`src/rtl/usb_reg_pkg.sv`:
```
// usb_reg_pkg: shared register-map constants, read-bridge FSM states and status bit positions
package usb_reg_pkg;

    localparam logic [7:0] ADDR_FIFO  = 8'd34;
    localparam logic [7:0] ADDR_STAT  = 8'd35;
    localparam logic [7:0] EMPTY_BYTE = 8'h00;

    localparam int STAT_VALID      = 0;
    localparam int STAT_FIFO_EMPTY = 1;
    localparam int STAT_UNDERFLOW  = 2;

    typedef enum logic [1:0] {EMPTY, FETCH, LOAD, FULL} fetch_state_t;

endpackage

```
`src/rtl/usb_fifo_lane_mux.sv`:
```
// usb_fifo_lane_mux: selects one byte lane of the held word, substituting a fixed byte when no word is held
//   word  in  32  held FIFO word (lane 0 = [7:0])
//   lane  in  2   byte lane
//   valid in  1   a word is held
//   data  out 8   selected byte or pEMPTY_BYTE
module usb_fifo_lane_mux
    import usb_reg_pkg::*;
#(
    parameter logic [7:0] pEMPTY_BYTE = EMPTY_BYTE
) (
    input  logic [31:0] word,
    input  logic [1:0]  lane,
    input  logic        valid,
    output logic [7:0]  data
);

    assign data = valid ? word[{lane, 3'b000} +: 8] : pEMPTY_BYTE;

endmodule

```
`src/rtl/usb_fifo_rd_bridge.sv`:
```
// usb_fifo_rd_bridge: serves bytes of a prefetched 32-bit capture-FIFO word to the USB register front end
//   cwusb_clk, reset (async, active high)
//   reg_address/reg_bytecnt/reg_addrvalid/reg_read/reg_write/reg_datao : front-end register bus
//   reg_datai  out 8   read data (combinational)
//   fifo_dout/fifo_empty in, fifo_rd_en out : capture FIFO read side
//   underflow  out 1   sticky, data port read with no word held
//   Optional USB_FIFO_RD_STATS_EN: words_consumed counter readable at the status address
module usb_fifo_rd_bridge
    import usb_reg_pkg::*;
#(
    parameter int         pBYTECNT_SIZE = 7,
    parameter logic [7:0] pADDR_FIFO    = ADDR_FIFO,
    parameter logic [7:0] pADDR_STAT    = ADDR_STAT,
    parameter logic [7:0] pEMPTY_BYTE   = EMPTY_BYTE
) (
    input  logic                     cwusb_clk,
    input  logic                     reset,
    input  logic [7:0]               reg_address,
    input  logic [pBYTECNT_SIZE-1:0] reg_bytecnt,
    input  logic                     reg_addrvalid,
    input  logic                     reg_read,
    input  logic                     reg_write,
    input  logic [7:0]               reg_datao,
    output logic [7:0]               reg_datai,
    input  logic [31:0]              fifo_dout,
    input  logic                     fifo_empty,
    output logic                     fifo_rd_en,
    output logic                     underflow
);

    fetch_state_t state;
    logic [31:0]  word_q;
    logic [1:0]   lane_q;
    logic [1:0]   lane;
    logic         valid;
    logic         reg_read_q;
    logic         rd_rise;
    logic         rd_fall;
    logic         at_fifo;
    logic         at_stat;
    logic         flush;
    logic         consume;
    logic [7:0]   fifo_byte;
    logic [7:0]   stat_byte;
    logic [7:0]   stat_rd;
    logic         unused_bits;

    assign rd_rise = reg_read & ~reg_read_q;
    assign rd_fall = ~reg_read & reg_read_q;
    assign at_fifo = reg_address == pADDR_FIFO;
    assign at_stat = reg_address == pADDR_STAT;
    assign flush   = reg_write & at_stat & reg_datao[0];
    assign consume = rd_fall & at_fifo & reg_addrvalid & valid & (lane_q == 2'd3);
    // bypass the lane register in the rising cycle so data is ready one clock after the read starts
    assign lane    = rd_rise ? reg_bytecnt[1:0] : lane_q;
    assign unused_bits = ^{reg_bytecnt[pBYTECNT_SIZE-1:2], reg_datao[7:1]};

    always_ff @(posedge cwusb_clk or posedge reset) begin
        if (reset) begin
            state      <= EMPTY;
            word_q     <= '0;
            lane_q     <= '0;
            valid      <= 1'b0;
            underflow  <= 1'b0;
            fifo_rd_en <= 1'b0;
            reg_read_q <= 1'b0;
        end else begin
            reg_read_q <= reg_read;
            fifo_rd_en <= 1'b0;
            if (rd_rise)
                lane_q <= reg_bytecnt[1:0];
            if (rd_rise & at_fifo & reg_addrvalid & ~valid)
                underflow <= 1'b1;
            case (state)
                EMPTY: if (!fifo_empty && !reg_read) begin
                    state      <= FETCH;
                    fifo_rd_en <= 1'b1;
                end
                FETCH: state <= LOAD;
                // the FIFO holds fifo_dout until the next pop, so the load may wait out an active read
                LOAD: if (!reg_read) begin
                    word_q <= fifo_dout;
                    valid  <= 1'b1;
                    state  <= FULL;
                end
                FULL: if (consume) begin
                    valid <= 1'b0;
                    state <= EMPTY;
                end
                default: state <= EMPTY;
            endcase
            if (flush) begin
                valid     <= 1'b0;
                underflow <= 1'b0;
                if (state inside {LOAD, FULL})
                    state <= EMPTY;
            end
        end
    end

    always_comb begin
        stat_byte                  = 8'h00;
        stat_byte[STAT_VALID]      = valid;
        stat_byte[STAT_FIFO_EMPTY] = fifo_empty;
        stat_byte[STAT_UNDERFLOW]  = underflow;
    end

`ifdef USB_FIFO_RD_STATS_EN
    logic [15:0] words_consumed;

    always_ff @(posedge cwusb_clk or posedge reset) begin
        if (reset)
            words_consumed <= '0;
        else if (flush)
            words_consumed <= '0;
        else if (consume)
            words_consumed <= words_consumed + 16'd1;
    end

    assign stat_rd = lane == 2'd0 ? stat_byte :
                     lane == 2'd1 ? words_consumed[7:0] :
                     lane == 2'd2 ? words_consumed[15:8] : 8'h00;
`else
    assign stat_rd = stat_byte;
`endif

    usb_fifo_lane_mux #(
        .pEMPTY_BYTE (pEMPTY_BYTE)
    ) u_lane_mux (
        .word  (word_q),
        .lane  (lane),
        .valid (valid),
        .data  (fifo_byte)
    );

    assign reg_datai = at_fifo ? fifo_byte : at_stat ? stat_rd : 8'h00;

endmodule

```
`config.mk`:
```
export PLATFORM = sky130hd
export DESIGN_NAME = usb_fifo_rd_bridge
export DESIGN_NICKNAME = d
export VERILOG_FILES = /design/src/rtl/usb_reg_pkg.sv /design/src/rtl/usb_fifo_lane_mux.sv /design/src/rtl/usb_fifo_rd_bridge.sv
export SDC_FILE = /design/constraint.sdc
export NUM_CORES = 1
export LEC_CHECK = 0
export CAP_MARGIN = 15
export CORE_UTILIZATION = 43
export CTS_BUF_LIST = sky130_fd_sc_hd__clkbuf_8 sky130_fd_sc_hd__clkbuf_16
export DETAILED_ROUTE_END_ITERATION = 12
export PLACE_DENSITY = 0.79
export SETUP_SLACK_MARGIN = 0.2
export SLEW_MARGIN = 20
export SYNTH_ARGS = -nofsm -noshare
export SYNTH_HDL_FRONTEND = slang
export SYNTH_SLANG_ARGS = --single-unit
```
`constraint.sdc`:
```
create_clock -name cwusb_clk -period 2.6 [get_ports cwusb_clk]
set_input_delay 0.52 -clock cwusb_clk [delete_from_list [all_inputs] [get_ports cwusb_clk]]
set_output_delay 0.52 -clock cwusb_clk [all_outputs]
set_load 0.02 [all_outputs]
```
### Word level (Yosys, flattened, before mapping)

Cells that the tools add are included.

| cells by class | value |
|---|---|
| mux-type cells | 18 |
| reduce and logical (&&, ||, !) cells | 9 |
| shift-type cells | 1 |
| equality and inequality tests | 8 |
| bitwise gates (word level) | 14 |

Operator list:

| kind | count |
|---|---|
| 32-bit by 6-bit indexed part select with 8-bit output | 1 |
| 8-bit by 6-bit equality test with 1-bit output, second input constant | 2 |
| 8-bit two-way mux | 2 |
| 2-bit two-way mux | 6 |
| 1-bit AND | 11 |
| 2-bit case mux with 4 select lines | 1 |
| 1-bit two-way mux | 7 |
| 2-bit equality test, second input constant | 3 |
| 3-bit inequality test, second input constant | 2 |
| 2-bit nonzero test | 2 |
| 3-bit two-way mux | 1 |
| 1-bit inverter | 3 |
| 3-bit AND reduction | 1 |
| 3-bit nonzero test | 1 |
| 2-bit by 1-bit equality test with 1-bit output, second input constant | 1 |
| 1-bit logical NOT | 2 |
| 2-bit logical NOT | 1 |
| 1-bit case mux with 2 select lines | 1 |
| 2-bit AND reduction | 1 |
| 1-bit logical AND | 1 |

| storage, ports and cells | value |
|---|---|
| word-level logic and storage cells | 57 |
| bits of input ports | 61 |
| bits in registers | 40 |
| output and inout bits | 10 |

### Longest topological paths before layout

| depth | value |
|---|---|
| word-level depth | 10 |
| depth in mapped cells | 5 |
| mapped depth without buffers | 4 |

### Modules after synthesis

From an unflattened synthesis, not the netlist that was laid out.

| second synthesis, totals | value |
|---|---|
| cells, all modules | 141 |
| area, all modules | 1935.6 µm² |

By module, submodules not included:

| module | instances | cells an instance | area each (µm²) |
|---|---|---|---|
| usb_fifo_rd_bridge | 1 | 112 | 1680.4 |
| usb_fifo_lane_mux | 1 | 29 | 255.2 |

### Worst setup path before layout

OpenSTA, ideal clock, no wires.

| path | value |
|---|---|
| path type | input -> output |
| from | input reg_read |
| to | output reg_datai[1] |
| stages | 5 |
| path slack | 0.277 ns |
| data arrival time | 1.803 ns |
| buffers on the path | 1 |
| required time | 2.080 ns |
| path through | nor2b_4 mux2_4 buf_6 mux4_2 a32o_1 |

| between the ends | value |
|---|---|
| cells in the longest elaborated chain, start to end | 5 |

RTL lines:

| what | line | text |
|---|---|---|
| start, declared | usb_fifo_rd_bridge.sv:21 | `input logic reg_read,` |
| 1-bit AND | usb_fifo_rd_bridge.sv:48 | `assign rd_rise = reg_read & ~reg_read_q;` |
| 2-bit two-way mux | -- |  |
| named net lane[0] | usb_fifo_rd_bridge.sv:34 | `logic [1:0] lane;` |
| 32-bit by 6-bit indexed part select with 8-bit output | usb_fifo_lane_mux.sv:17 | `assign data = valid ? word[{lane, 3'b000} +: 8] : pEMPTY_BYTE;` |
| 8-bit two-way mux | usb_fifo_lane_mux.sv:17 |  |
| 8-bit two-way mux | usb_fifo_rd_bridge.sv:136 | `assign reg_datai = at_fifo ? fifo_byte : at_stat ? stat_rd : 8'h00;` |
| end, declared | usb_fifo_rd_bridge.sv:24 | `output logic [7:0] reg_datai,` |

The timed path passes the listed nets, and every way through them passes these cells.

### Worst setup path after layout

| path | value |
|---|---|
| from | register reg_read_q |
| to | output reg_datai[2] |

| between the ends | value |
|---|---|
| cells in the longest elaborated chain, start to end | 6 |

RTL lines:

| what | line | text |
|---|---|---|
| start, declared | usb_fifo_rd_bridge.sv:36 | `logic reg_read_q;` |
| start signal, assigned | usb_fifo_rd_bridge.sv:68 | `reg_read_q <= reg_read;` |
| 1-bit inverter | usb_fifo_rd_bridge.sv:48 |  |
| 1-bit AND | usb_fifo_rd_bridge.sv:48 |  |
| 2-bit two-way mux | -- |  |
| 32-bit by 6-bit indexed part select with 8-bit output | usb_fifo_lane_mux.sv:17 |  |
| 8-bit two-way mux | usb_fifo_lane_mux.sv:17 |  |
| 8-bit two-way mux | usb_fifo_rd_bridge.sv:136 |  |

Every way passes these cells.

==> results.ini <==
[outcome]
run_status=finished clean

[setup_path]
critPathLaunchType=flip-flop
r2r_start=state[0]$_DFF_PP0_
crit_arrival_ps=2040
worstSetupPathType=flip-flop to primary output
crit_required_ps=2080
crit_fanout=5
worstSetupEndpointType=primary output
startpoint=reg_read_q$_DFF_PP0_

[yosys]
syn_area_per_cell_sq_um=15.3
synthAdderAreaFrac=0
ys_seq_elements=40
syn_nets=181
dominantRegCellSynth=dfrtp_1
synth-compound-area-share=0.0437
synth_mux_area_frac=0.315
syn_area_sq_um=1830
synth_top_family_by_area=multiplexers
yosys.area_share.simple=0.0730
async_flop_share=1.00
ys_warn_count=0
syn_inst=120
ys_types=29
synth_edf_count=0
synth_seq_area_share=0.546
synth_xor_area_frac=0

[detailed_routing]
antenna_left=0
drc=0
dr.pass1.iters=4
wl_mm=3.92
via_per_inst=5.33
num_vias=1274
wire_per_inst_microns=16.4
drt_iter0_markers=49

[placement]
gp_congestion=0.713
dpl_cell_area_sq_um=2510
hpwl_mm=2.83
portBuffers=58

[sta]
period_needed_ps=2560
tightest_slew_ps=492
rsz0062_at_grt=true
maxSlewViolCount=0
finClkSkew_ps=5.00
finalHoldViolCount=0
fmax_mhz=391
fin_setup_tns_ps=0
setup_viol=0
max-slew-margin-rel=0.672
period_share=0.983

[die]
die_h_microns=67.3
rows=23
ioPinCount=71
dieArea_sq_um=4530
dieWidth_microns=67.3
start_util=0.452
core_area_sq_um=4060

[layout]
drive_above_1_share=0.386
fin_nets=252
design_area_sq_um=2630
syn_to_final_growth_pct=43.5
n_antenna_cell=0

[power_and_ir_drop]
power.density_nw_per_um2=505
p_switching_uw=292
swShare=0.220
p_seq_frac=0.550
internal-power_uw=1040
power_leakage_uw=0.00116
peakVddDrop_mv=0.327
p_clk_frac=0.262
combPwrFrac=0.189

[clock_tree]
cts_buffers=5
cts_hold_buffers=0
cts_tree=yes
cts_sinks=40
clkTransAtPathRegs_ps=70
cts_buffer_depth=2
clockRootBuffer=clkbuf_8
clock_latency_ps=280
htree_num_levels=2

[global_route]
grt-ovfl-total=0
track_usage=0.192
grt_pass1_wl_mm=6.27
grt_pass1_vias=1347
antenna_found_initial=0
grt_max_degree=41

[flow_run]
drv_cap=0

[hold_path]
hold_start=word_q[13]$_DFFE_PP0P_
hold_class=flip-flop to flip-flop

==> metal layers <==
layer,routed length [microns],global-route usage,vias to the layer above
li1,-,-,591
met1,1580,0.250,619
met5,0,0,-
met4,0,0.0479,0
met3,372,0.0726,0
met2,1960,0.301,64
==> power groups by stage <==
| stage | Clock (uW) | Sequential (uW) | Combinational [uW] |
|---|---|---|---|
| 6_report | 348 | 731 | 251 |
| 5_1_grt | 398 | 738 | 272 |
| 4_1_cts | 361 | 731 | 254 |
| 3_5_place_dp | 0 | 741 | 245 |
| 3_3_place_gp | 0 | 736 | 235 |
| 2_1_floorplan | 0 | 724 | 148 |
==> sequential cells by signal (all words and copies together), names as in the netlist <==
name        count
state           2
reg_read_q      1
fifo_rd_en      1
valid           1
word_q         32
lane_q          2
underflow       1
==> worst max-delay path, cell delays in order (launching register included) <==
cell and delay (ps):
dfrtp_1 410, nor2b_4 160, mux2_4 380, mux4_2 440
a32o_2 240, buf_6 130
==> per-stage QoR <==
stage / power [uW] / hold slack [ps] / cells / utilization / setup slack [ps]
finish: 1330 / 509 / 239 / 0.648 / 43.1
global route: 1410 / 529 / 239 / 0.648 / -21.8
CTS: 1350 / 510 / 238 / 0.646 / 43.2
detailed placement: 986 / 494 / 231 / 0.619 / -705
global placement: 972 / 482 / 231 / 0.619 / -695
floorplan: 872 / 472 / 120 / - / 277
==> path summary, 6_finish.rpt <==
kind / depth (start not counted) / endpoint / slack, ps
setup / recovery: 5 / reg_datai[2] / 40
hold / removal: 1 / word_q[13]$_DFFE_PP0P_ / 510
setup reg to reg: 3 / word_q[6]$_DFFE_PP0P_ / 1140
hold reg to reg: 1 / word_q[13]$_DFFE_PP0P_ / 510
max in group asynchronous: 3 / word_q[27]$_DFFE_PP0P_ / 1600
min in group asynchronous: 3 / word_q[15]$_DFFE_PP0P_ / 650
==> cell usage after synthesis, types with 2 or more instances <==
master / instances / share of area
mux2_2: 33 / 0.20
dfrtp_1: 40 / 0.55
buf_2: 2 / 0.0055
nor4_1: 2 / 0.0068
and3_1: 2 / 0.0068
clkbuf_1: 2 / 0.0041
and2_1: 5 / 0.017
inv_1: 3 / 0.0061
mux4_1: 3 / 0.043
nor2_1: 2 / 0.0041
a21oi_1: 3 / 0.0082
a32o_1: 2 / 0.011
mux4_2: 5 / 0.061
==> cells by family (layout without fill, tap and decap cells) <==
| kind of cell | after synthesis | after routing |
|---|---|---|
| AO/OA/AOI/OAI | 11 | 11 |
| buffers and inverters | 8 | 76 |
| flip-flops | 40 | 40 |
| multiplexers | 42 | 43 |
| AND/OR/NAND/NOR | 19 | 19 |
==> timing repair <==
item / in CTS / in global routing
pin swaps: 7 / 0
gates cloned: 1 / 0
setup buffers: 1 / 1
endpoints found under the setup margin: 8 / 8
gates resized for setup: 65 / 0
==> placed cells by master, fill, tap and decap left out <==
cell	instances
a21oi_1	3
a2bb2oi_1	1
a31oi_1	1
a32o_1	1
a32o_2	1
and2_1	2
and2_4	3
and3_1	2
buf_2	1
buf_4	11
buf_6	7
clkbuf_8	5
clkdlybuf4s50_1	44
dfrtp_1	40
dlygate4sd2_1	5
inv_1	3
mux2_2	33
mux2_4	2
mux4_1	2
mux4_2	6
nand2_1	1
nand4b_1	1
nor2_1	2
nor2b_4	1
nor3_1	1
nor3b_4	2
nor4_1	2
nor4b_2	1
nor4bb_1	1
o211a_1	1
o21a_1	1
o21ai_0	1
o21bai_1	1
==> cell type report <==
class | instances | area (sq um)
inverter | 3 | 11.3
tap | 50 | 62.6
fill | 308 | 1430
timing repair buffer | 68 | 651
multi-input combinational | 73 | 836
clock buffer | 5 | 68.8
sequential | 40 | 1000
(Power assumes the default switching activity.)
